File: src/rtl/fifo_uart_pkg.sv
// fifo_uart_pkg: shared constants for the FIFO-drain UART transmitter.
// Holds the FSM state encoding and the serial line levels used by fifo_uart_tx.
package fifo_uart_pkg;

    localparam logic [2:0] IDLE   = 3'd0;
    localparam logic [2:0] START  = 3'd1;
    localparam logic [2:0] DATA   = 3'd2;
    localparam logic [2:0] PARITY = 3'd3;
    localparam logic [2:0] STOP   = 3'd4;

    localparam logic TX_IDLE   = 1'b1;
    localparam logic START_BIT = 1'b0;

endpackage

File: src/rtl/uart_bit_timer.sv
// uart_bit_timer: counts clock cycles within one serial bit period.
// Ports:
//   clk        clock, state on rising edge
//   reset_n    asynchronous active-low reset
//   clear      forces the count back to zero on the next edge
//   last_tick  high in the final cycle of the bit period (count == CLKS_PER_BIT-1)
module uart_bit_timer #(
    parameter int CLKS_PER_BIT = 16
) (
    input  logic clk,
    input  logic reset_n,
    input  logic clear,
    output logic last_tick
);

    localparam int CW = $clog2(CLKS_PER_BIT);
    localparam logic [CW-1:0] LAST = CW'(CLKS_PER_BIT - 1);

    logic [CW-1:0] count_q;
    logic [CW-1:0] count_d;

    assign last_tick = (count_q == LAST);

    // Restart at zero after the terminal count so consecutive bits in the
    // same state get identical periods without needing a clear.
    always_comb begin
        count_d = count_q + CW'(1);
        if (clear || last_tick) begin
            count_d = '0;
        end
    end

    always_ff @(posedge clk or negedge reset_n) begin
        if (!reset_n) begin
            count_q <= '0;
        end else begin
            count_q <= count_d;
        end
    end

endmodule

File: src/rtl/fifo_uart_tx.sv
// fifo_uart_tx: drains a first-word-fall-through FIFO and sends each word as an
// asynchronous serial frame: start bit, DATA_W data bits LSB first, optional
// even-parity bit, stop bit.
// Ports:
//   clk, reset_n   clock and asynchronous active-low reset
//   enable         allows new frames to start; a frame in flight always completes
//   fifo_empty     FIFO empty flag
//   fifo_data      FIFO head word, valid while fifo_empty is low
//   fifo_pop       combinational one-cycle pop, one per transmitted word
//   tx             registered serial output, idle high
//   busy           high from the cycle after the pop until the frame ends
//   frame_done     one-cycle pulse in the last cycle of the stop bit
module fifo_uart_tx
    import fifo_uart_pkg::*;
#(
    parameter int DATA_W       = 16,
    parameter int CLKS_PER_BIT = 16,
    parameter int PARITY_EN    = 0
) (
    input  logic              clk,
    input  logic              reset_n,
    input  logic              enable,
    input  logic              fifo_empty,
    input  logic [DATA_W-1:0] fifo_data,
    output logic              fifo_pop,
    output logic              tx,
    output logic              busy,
    output logic              frame_done
);

    localparam int BW = $clog2(DATA_W);
    localparam logic [BW-1:0] LAST_BIT = BW'(DATA_W - 1);

    logic [2:0]        state_q,  state_d;
    logic [DATA_W-1:0] shift_q,  shift_d;
    logic              parity_q, parity_d;
    logic [BW-1:0]     bitIdx_q, bitIdx_d;
    logic              tx_q,     tx_d;
    logic              lastTick;
    logic              timerClear;
    logic              popNow;

    uart_bit_timer #(
        .CLKS_PER_BIT(CLKS_PER_BIT)
    ) u_timer (
        .clk      (clk),
        .reset_n  (reset_n),
        .clear    (timerClear),
        .last_tick(lastTick)
    );

    // A pop is only legal when idle or in the very last stop cycle, which is
    // what gives gap-free back-to-back frames. reset_n gates it so the FIFO
    // is never drained while the transmitter is held in reset.
    assign popNow = reset_n & enable & ~fifo_empty &
                    ((state_q == IDLE) | ((state_q == STOP) & lastTick));

    always_comb begin
        state_d  = state_q;
        shift_d  = shift_q;
        parity_d = parity_q;
        bitIdx_d = bitIdx_q;
        if (popNow) begin
            shift_d  = fifo_data;
            parity_d = ^fifo_data;
            bitIdx_d = '0;
            state_d  = START;
        end else begin
            case (state_q)
                IDLE:    state_d = IDLE;
                START:   if (lastTick) state_d = DATA;
                DATA: begin
                    if (lastTick) begin
                        shift_d = shift_q >> 1;
                        if (bitIdx_q == LAST_BIT) begin
                            state_d = (PARITY_EN != 0) ? PARITY : STOP;
                        end else begin
                            bitIdx_d = bitIdx_q + BW'(1);
                        end
                    end
                end
                PARITY:  if (lastTick) state_d = STOP;
                STOP:    if (lastTick) state_d = IDLE;
                default: state_d = IDLE;
            endcase
        end
    end

    // tx is derived from the next state so the registered line changes on
    // the same edge the FSM enters each bit.
    always_comb begin
        case (state_d)
            START:   tx_d = START_BIT;
            DATA:    tx_d = shift_d[0];
            PARITY:  tx_d = parity_d;
            default: tx_d = TX_IDLE;
        endcase
    end

    assign timerClear = (state_q == IDLE) | (state_d != state_q);

    always_ff @(posedge clk or negedge reset_n) begin
        if (!reset_n) begin
            state_q  <= IDLE;
            shift_q  <= '0;
            parity_q <= 1'b0;
            bitIdx_q <= '0;
            tx_q     <= TX_IDLE;
        end else begin
            state_q  <= state_d;
            shift_q  <= shift_d;
            parity_q <= parity_d;
            bitIdx_q <= bitIdx_d;
            tx_q     <= tx_d;
        end
    end

    assign fifo_pop   = popNow;
    assign tx         = tx_q;
    assign busy       = (state_q != IDLE);
    assign frame_done = (state_q == STOP) & lastTick;

endmodule
File: config.mk
export PLATFORM = sky130hd
export DESIGN_NAME = fifo_uart_tx
export DESIGN_NICKNAME = d
export VERILOG_FILES = /design/src/rtl/fifo_uart_pkg.sv /design/src/rtl/uart_bit_timer.sv /design/src/rtl/fifo_uart_tx.sv
export SDC_FILE = /design/constraint.sdc
export NUM_CORES = 1
export LEC_CHECK = 0
export CAP_MARGIN = 5
export CORE_MARGIN = 2
export CORE_UTILIZATION = 46
export CTS_CLUSTER_DIAMETER = 120
export DETAILED_ROUTE_END_ITERATION = 6
export HOLD_SLACK_MARGIN = 0.08
export PLACE_DENSITY = 0.7
export REMOVE_ABC_BUFFERS = 1
export SETUP_SLACK_MARGIN = 0.02
export SLEW_MARGIN = 20
export SYNTH_ARGS = -nofsm -noshare
export SYNTH_HDL_FRONTEND = slang
export SYNTH_SLANG_ARGS = --single-unit
File: constraint.sdc
create_clock -name clk -period 4.85 [get_ports clk]
set_input_delay 1.455 -clock clk [delete_from_list [all_inputs] [get_ports clk]]
set_output_delay 1.455 -clock clk [all_outputs]
set_load 0.005 [all_outputs]
==> Implementation_results.wiki, run 1 <==
{| class="wikitable"
! Metric !! Value
|-
| Total congestion overflow || 0
|-
| Area growth from synthesis to layout || 24.6%
|-
| Cell with the largest stage delay on the worst path || sky130_fd_sc_hd__clkdlybuf4s50_1
|-
| Final Wtd Congestion || ~0.71
|-
| Initial core utilization || 48.6%
|-
| Max Transition Viols Final || 0
|-
| M1 wire length || 1300 um
|-
| Antenna fix cells || 0
|-
| Overall routed net length || just over 3000 um
|-
| Worst EP arrival || 3090 ps
|-
| Largest cells by area after synthesis || sky130_fd_sc_hd__dfrtp_1, sky130_fd_sc_hd__nand2_1, sky130_fd_sc_hd__xnor2_1
|-
| Die width || around 60 um
|-
| TritonCTS Sinks || 29
|-
| Number of hold buffers added after cts || 0
|-
| RSZ-0062 raised after global routing || false
|-
| Actual slew at the worst max-slew pin || just under 1000 ps
|-
| CP bufs+invs || 2
|-
| Avg Cell Area, Syn || roughly 9.8 um^2
|-
| Dominant cell type by count on the critical path || sky130_fd_sc_hd__clkdlybuf4s50_1
|-
| Vias after detailed routing || 1142
|-
| Met3 wire length || 157 um
|-
| Final Worst Setup Slack || roughly 300 ps
|-
| Chip Height || just over 60 um
|-
| List of cells traversed by the critical path || clkdlybuf4s50_1 > nand2_1 > a2111oi_4 > clkdlybuf4s50_1
|-
| Detailed Route Iter0 Violations || slightly below 60
|-
| Layout net count || 200
|-
| Number of detailed-routing iterations run before antenna repair || 4
|-
| Worst path top cell family by delay || buffers and inverters
|-
| Per-cell routed wire length || 13.6 um
|-
| #FFs+latches synth || 29
|-
| Placed standard-cell area || around 1800 um^2
|-
| Fraction of final layout cells with drive strength greater than 1 || slightly below 9%
|-
| Combinational group share of total power || 27.6%
|-
| Remaining antenna violation count || 0
|-
| Pint || slightly below 0.0006 W
|-
| Final instance area || between 1500 and 2000 um^2
|-
| Most frequently used cell type in the post-synthesis netlist || sky130_fd_sc_hd__nand2_1
|-
| Most common library cells after synthesis || sky130_fd_sc_hd__nand2_1, sky130_fd_sc_hd__dfrtp_1, sky130_fd_sc_hd__xnor2_1
|-
| Type of the worst setup path || input port to primary output
|-
| Distinct cells, synth || 32
|-
| Total track usage || 19.3%
|-
| Place WS || 315 ps
|-
| Area of all sequential standard cells || approximately 730 um^2
|-
| Status || finished clean
|-
| Amount of wire on met2 after detailed routing || about 1500 um
|-
| Number of rows created at floorplan || 20
|-
| Mapped Cells || ~150
|-
| Clock network fraction of design power || between 20% and 30%
|-
| Async set or reset register ratio after synthesis || between 90% and 100%
|-
| VDD IR-drop max || about 0.00021 V
|-
| Root cell of the clock tree || sky130_fd_sc_hd__clkbuf_4
|-
| Core Box Area || roughly 3100 um^2
|-
| Maximum fanout along the worst path || 2
|-
| Maximum cell stage delay along the critical path || between 500 and 600 ps
|-
| H-Tree Depth || 2
|-
| Initial antenna violation count || 0
|-
| I/O Pins || 24
|-
| Count of yosys warnings during synthesis || 0
|-
| Final sum of negative setup slack || 0 ps
|-
| Share of the cycle needed by the critical path after routing || ~94%
|-
| Max-cap check violation count || 0
|-
| Clock-pin slew reported for the worst setup and hold paths after clock tree synthesis || around 90 ps
|-
| Leak pwr || about 0.8 nW
|-
| Via density per instance || ~5.1
|-
| Ys flop type || sky130_fd_sc_hd__dfrtp_1
|-
| Number of DRC violations after detailed routing || 0
|-
| CP Data Required Time || between 3000 and 4000 ps
|-
| Endpoints failing setup || 0
|-
| EDFF count, synth || 0
|-
| Proportion of power drawn by flip-flops and latches || 48.5%
|-
| Worst slew margin relative to its limit || ~34%
|-
| Post-synth design cell area || about 1500 um^2
|-
| Number of fillers in the final layout || 296
|-
| Startpoint types || input port
|-
| Sequential-to-total area share from yosys stat || about half
|-
| Clock skew after layout || roughly 5.8 ps
|-
| Count of buffers from port buffering || 23
|-
| Hold Path Class || flop to flop
|-
| Time the final worst path needs with I/O delays and setup || roughly 4500 ps
|-
| Detailed Place HPWL || 2170 um
|-
| Area of the die || approximately 3700 um^2
|-
| Buffers inserted by post-CTS timing repair || 0
|-
| Area fraction of the dominant cell type after synthesis || approximately 47%
|-
| Largest net degree at the start of global routing || 30
|-
| Final Hold Viols || 0
|-
| Library cell occupying the most area in the post-synthesis netlist || sky130_fd_sc_hd__dfrtp_1
|-
| Clock latency of the later-clocked register in the worst-skew pair || between 300 and 400 ps
|-
| Inserted Clock Buffers || 5
|-
| Highest attainable clock frequency || ~220 MHz
|-
| Buffer levels on the longest clock path || 2
|-
| Pwr/cell area || roughly 470 nW/um^2
|-
| Worst Hold Margin || between 400 and 500 ps
|-
| Crit. End Element || primary output
|-
| Number of gates given a new drive strength after cts || 0
|-
| Sw power || 0.000273 W
|-
| Top Layer Used || met4
|-
| Global-route wire length before repair || 5180 um
|-
| Multi-input logic area || 721 um^2
|-
| Via count of the first global-routing pass || around 1200
|-
| Switching share of total power || 31.4%
|-
| CTS tree || done
|}
==> routing by layer <==
| layer | GRT usage (%) | vias to the layer above |
|---|---|---|
| met5 | 0 | - |
| met4 | 7.45 | 0 |
| met3 | 6.61 | 7 |
| met2 | 32.1 | 32 |
| met1 | 23.1 | 526 |
| li1 | - | 577 |
==> sequential cells by signal, indices dropped and copies added, names as in the netlist <==
name             cells
bitIdx_q             4
parity_q             1
shift_q             16
state_q              3
tx                   1
u_timer.count_q      4
==> worst reg2reg max path: stages, from the launching register on <==
cell	delay [ps]
sky130_fd_sc_hd__dfrtp_1	410
sky130_fd_sc_hd__ha_1	260
sky130_fd_sc_hd__nand3_2	160
sky130_fd_sc_hd__a2111oi_4	120
sky130_fd_sc_hd__buf_4	250
sky130_fd_sc_hd__nor2_1	790
sky130_fd_sc_hd__nand2_1	160
sky130_fd_sc_hd__nand2_1	120
==> logic make-up (layout without fill, tap and decap cells) <==
kind of cell | count (synthesis) | after routing | share of synthesized area (%)
xor+xnor | 19 | 19 | 11.2
flops | 29 | 29 | 49.0
compound gates | 24 | 24 | 13.0
fa+ha+maj | 2 | 2 | 1.69
buf+inv | 8 | 36 | 2.36
simple gates | 66 | 66 | 20.3
mux | 3 | 3 | 2.45
==> metrics by stage <==
step / util, % / instances / power, W
2_1_floorplan: - / 145 / 0.000577
3_3_place_gp: 57.7 / 215 / 0.000644
3_5_place_dp: 57.7 / 215 / 0.000667
4_1_cts: 60.5 / 223 / 0.000876
5_1_grt: 60.5 / 223 / 0.000939
6_report: 60.5 / 223 / 0.000867
==> final timing paths <==
check	slack (ps)	to	cells past startpoint	from
max in group asynchronous	2990	tx$_DFF_PN1_	2	reset_n
hold reg to reg	470	u_timer.count_q[0]$_DFF_PN0_	1	u_timer.count_q[0]$_DFF_PN0_
min in group asynchronous	1550	u_timer.count_q[1]$_DFF_PN0_	2	reset_n
setup reg to reg	2510	shift_q[10]$_DFFE_PN0P_	7	u_timer.count_q[0]$_DFF_PN0_
setup / recovery	310	fifo_pop	4	reset_n
hold / removal	470	u_timer.count_q[0]$_DFF_PN0_	1	u_timer.count_q[0]$_DFF_PN0_
==> final cells by class <==
cell class,count,area share (%)
timing repair buffer,26,13.7
tap,44,2.98
multi-input combinational,114,39.0
clock buffer,7,2.98
clock inverter,1,1.62
sequential,29,39.3
inverter,2,0.406
==> cell usage in the layout (no fill, tap or decap), drive strengths merged, types with 3 or more instances in the layout <==
master	count
a22oi	14
buf	3
clkbuf	7
clkdlybuf4s50	23
dfrtp	28
nand2	37
nand3	4
nor2	9
nor3	5
xnor2	15
xor2	4
==> power groups by stage <==
stage               clock (W)  combinational [W]  sequential [W]
floorplan                   0           0.000170        0.000407
global placement            0           0.000227        0.000417
detailed placement          0           0.000242        0.000425
CTS                  0.000211           0.000244        0.000421
global route         0.000225           0.000278        0.000437
finish               0.000207           0.000239        0.000421
No activity file was read; power rests on OpenSTA's default activity.
==> run 2: changes to the inputs <==
--- a/config.mk
+++ b/config.mk
@@ -18,3 +18,4 @@
 export SYNTH_ARGS = -nofsm -noshare
 export SYNTH_HDL_FRONTEND = slang
 export SYNTH_SLANG_ARGS = --single-unit
+export TNS_END_PERCENT = 20
==> results of run 2 <==
The final DEF is identical to that of run 1; final timing and power are the same.
==> run 3: changes to the inputs <==
--- a/config.mk
+++ b/config.mk
@@ -5,13 +5,15 @@
 export SDC_FILE = /design/constraint.sdc
 export NUM_CORES = 1
 export LEC_CHECK = 0
+export ABC_AREA = 1
 export CAP_MARGIN = 5
 export CORE_MARGIN = 2
-export CORE_UTILIZATION = 46
+export CORE_UTILIZATION = 45
 export CTS_CLUSTER_DIAMETER = 120
 export DETAILED_ROUTE_END_ITERATION = 6
+export GPL_ROUTABILITY_DRIVEN = 1
 export HOLD_SLACK_MARGIN = 0.08
-export PLACE_DENSITY = 0.7
+export PLACE_DENSITY = 0.68
 export REMOVE_ABC_BUFFERS = 1
 export SETUP_SLACK_MARGIN = 0.02
 export SLEW_MARGIN = 20
==> Implementation_results.wiki, run 3 <==
{| class="wikitable"
! Metric !! Value
|-
| Inserted Clock Buffers || 5
|-
| I/O Pins || 24
|-
| Hold Path Class || flop to flop
|-
| Final Hold Viols || 0
|-
| Total track usage || roughly 18%
|-
| Clock skew after layout || 4.47 ps
|-
| Number of detailed-routing iterations run before antenna repair || 4
|-
| Detailed Route Iter0 Violations || 62
|-
| Actual slew at the worst max-slew pin || 381 ps
|-
| Place WS || roughly 550 ps
|-
| Distinct cells, synth || 30
|-
| Number of rows created at floorplan || 22
|-
| Number of hold buffers added after cts || 0
|-
| Via density per instance || about 5
|-
| Post-synth design cell area || 1750 um^2
|-
| Ys flop type || sky130_fd_sc_hd__dfrtp_1
|-
| Endpoints failing setup || 0
|-
| Pwr/cell area || just over 400 nW/um^2
|-
| Crit. End Element || primary output
|-
| Initial antenna violation count || 0
|-
| Max reg flops || 16
|-
| Maximum cell stage delay along the critical path || 510 ps
|-
| Async set or reset register ratio after synthesis || 100%
|-
| Number of DRC violations after detailed routing || 0
|-
| Final Wtd Congestion || just under 0.8
|-
| CTS tree || done
|-
| Area growth from synthesis to layout || 21.4%
|-
| Clock latency of the later-clocked register in the worst-skew pair || about 280 ps
|-
| Post-Route Utilization || ~57%
|-
| Avg Cell Area, Syn || ~7.1 um^2
|-
| Library cell occupying the most area in the post-synthesis netlist || sky130_fd_sc_hd__dfrtp_1
|-
| Antenna fix cells || 0
|-
| Largest cells by area after synthesis || sky130_fd_sc_hd__dfrtp_1, sky130_fd_sc_hd__nand2_1, sky130_fd_sc_hd__inv_1
|-
| Die width || approximately 66 um
|-
| Area fraction of the dominant cell type after synthesis || approximately two fifths
|-
| EDFF count, synth || 0
|-
| Worst slew margin relative to its limit || between 70% and 80%
|-
| Type of the worst setup path || input port to primary output
|-
| Dominant cell type by count on the critical path || sky130_fd_sc_hd__clkdlybuf4s50_1
|-
| Worst EP arrival || approximately 2800 ps
|-
| Final sum of negative setup slack || 0 ps
|-
| Cell with the largest stage delay on the worst path || sky130_fd_sc_hd__clkdlybuf4s50_1
|-
| Final Worst Setup Slack || roughly 560 ps
|-
| #FFs+latches synth || 29
|-
| Most common library cell in the layout ignoring fill and taps || sky130_fd_sc_hd__nand2_1
|-
| Layout net count || a little under 300
|-
| Largest net degree at the start of global routing || 34
|-
| Sequential-to-total area share from yosys stat || around two fifths
|-
| Maximum fanout along the worst path || 6
|-
| Status || finished clean
|-
| Chip Height || 66.4 um
|-
| Global-route wire length before repair || 6220 um
|-
| Commonest cells after routing, fill and taps aside || sky130_fd_sc_hd__nand2_1, sky130_fd_sc_hd__inv_1, sky130_fd_sc_hd__dfrtp_1, sky130_fd_sc_hd__clkdlybuf4s50_1, sky130_fd_sc_hd__nand3_1
|-
| VDD IR-drop max || 0.000158 V
|-
| Most common library cells after synthesis || sky130_fd_sc_hd__nand2_1, sky130_fd_sc_hd__inv_1, sky130_fd_sc_hd__dfrtp_1
|-
| Area of the die || approximately 4400 um^2
|-
| Largest registers || shift_q: 16 flops, bitIdx_q: 4 flops, u_timer.count_q: 4 flops
|-
| Reg with most FFs || shift_q
|-
| Count of buffers from port buffering || 23
|-
| Max-cap check violation count || 0
|-
| Max Transition Viols Final || 0
|-
| Via count of the first global-routing pass || 1493
|-
| Leak pwr || around 1.1 nW
|-
| Mapped Cells || between 200 and 250
|-
| Initial core utilization || 47.2%
|-
| Highest attainable clock frequency || about 230 MHz
|-
| H-Tree Depth || 2
|-
| RSZ-0062 raised after global routing || false
|-
| CP Data Required Time || about 3400 ps
|-
| Count of yosys warnings during synthesis || 0
|-
| Fraction of final layout cells with drive strength greater than 1 || 9.09%
|-
| Remaining antenna violation count || 0
|-
| Share of the cycle needed by the critical path after routing || between 80 and 90%
|-
| Buffer levels on the longest clock path || 2
|-
| Per-cell routed wire length || about 11 um
|-
| Total congestion overflow || 0
|-
| Detailed Place HPWL || between 2000 and 3000 um
|-
| Time the final worst path needs with I/O delays and setup || between 4000 and 5000 ps
|-
| Placed standard-cell area || approximately 2000 um^2
|-
| Buffers inserted by post-CTS timing repair || 0
|-
| Overall routed net length || 3510 um
|-
| Final instance area || between 2000 and 2500 um^2
|-
| Number of gates given a new drive strength after cts || 0
|-
| Vias after detailed routing || between 1500 and 2000
|-
| Worst Hold Margin || 458 ps
|-
| Root cell of the clock tree || sky130_fd_sc_hd__clkbuf_8
|-
| Most frequently used cell type in the post-synthesis netlist || sky130_fd_sc_hd__nand2_1
|-
| Startpoint types || input port
|-
| Core Box Area || ~3700 um^2
|-
| TritonCTS Sinks || 29
|-
| List of cells traversed by the critical path || clkdlybuf4s50_1 > nand2_1 > nor2_1 > nand2_2 > clkinv_2 > clkdlybuf4s50_1
|-
| Clock-pin slew reported for the worst setup and hold paths after clock tree synthesis || approximately 60 ps
|}
run 3: final timing paths:
kind                            slack (ps)  cells past startpoint                          from                           end
worst max-delay path                   560                      6                       reset_n                      fifo_pop
worst min-delay path                   460                      1  u_timer.count_q[0]$_DFF_PN0_  u_timer.count_q[0]$_DFF_PN0_
worst max register to register        2880                     10  u_timer.count_q[0]$_DFF_PN0_                  tx$_DFF_PN1_
worst min register to register         460                      1  u_timer.count_q[0]$_DFF_PN0_  u_timer.count_q[0]$_DFF_PN0_
max in group asynchronous             2910                      2                       reset_n                  tx$_DFF_PN1_
min in group asynchronous             1620                      2                       reset_n  u_timer.count_q[0]$_DFF_PN0_
run 3: power breakdown:
part	internal (W)	switching, W	leakage (nW)
Combinational	0.000130	0.000145	0.692
Clock	0.000112	0.0000876	0.0433
Sequential	0.000346	0.0000541	0.362
run 3: critical path, delay by kind of cell:
family        cells  cell delay (ps)
buf+inv           3             1110
simple gates      3              260
run 3: kinds of logic (layout without fill, tap and decap cells):
kind of cell | after synthesis | in the layout | share of synthesized area, %
flip-flops | 29 | 29 | 41.5
AO/OA/AOI/OAI | 28 | 28 | 11.7
XOR/XNOR | 2 | 2 | 0.999
AND/OR/NAND/NOR | 147 | 147 | 35.7
buffers and inverters | 40 | 67 | 8.71
adder cells (fa/ha/maj) | 2 | 2 | 1.43
run 3: metal layers:
layer  GRT usage [%]  wire [um]
met1            22.4       1730
met2            31.3       1630
met4            6.89         51
met5               0          0
met3            4.09         92
run 3: final cells by class:
class	count	area [um^2]
Fill cell	371	1590
Multi-Input combinational cell	179	873
Sequential cell	29	727
Timing Repair Buffer	25	245
Inverter	35	133
Clock buffer	6	82.6
Tap cell	48	60.1
Clock inverter	1	7.51
run 3: metrics by stage:
step           cells  total power [W]
2_1_floorplan    243         0.000590
3_3_place_gp     316         0.000674
3_5_place_dp     316         0.000681
4_1_cts          323         0.000882
5_1_grt          323         0.000946
6_report         323         0.000874
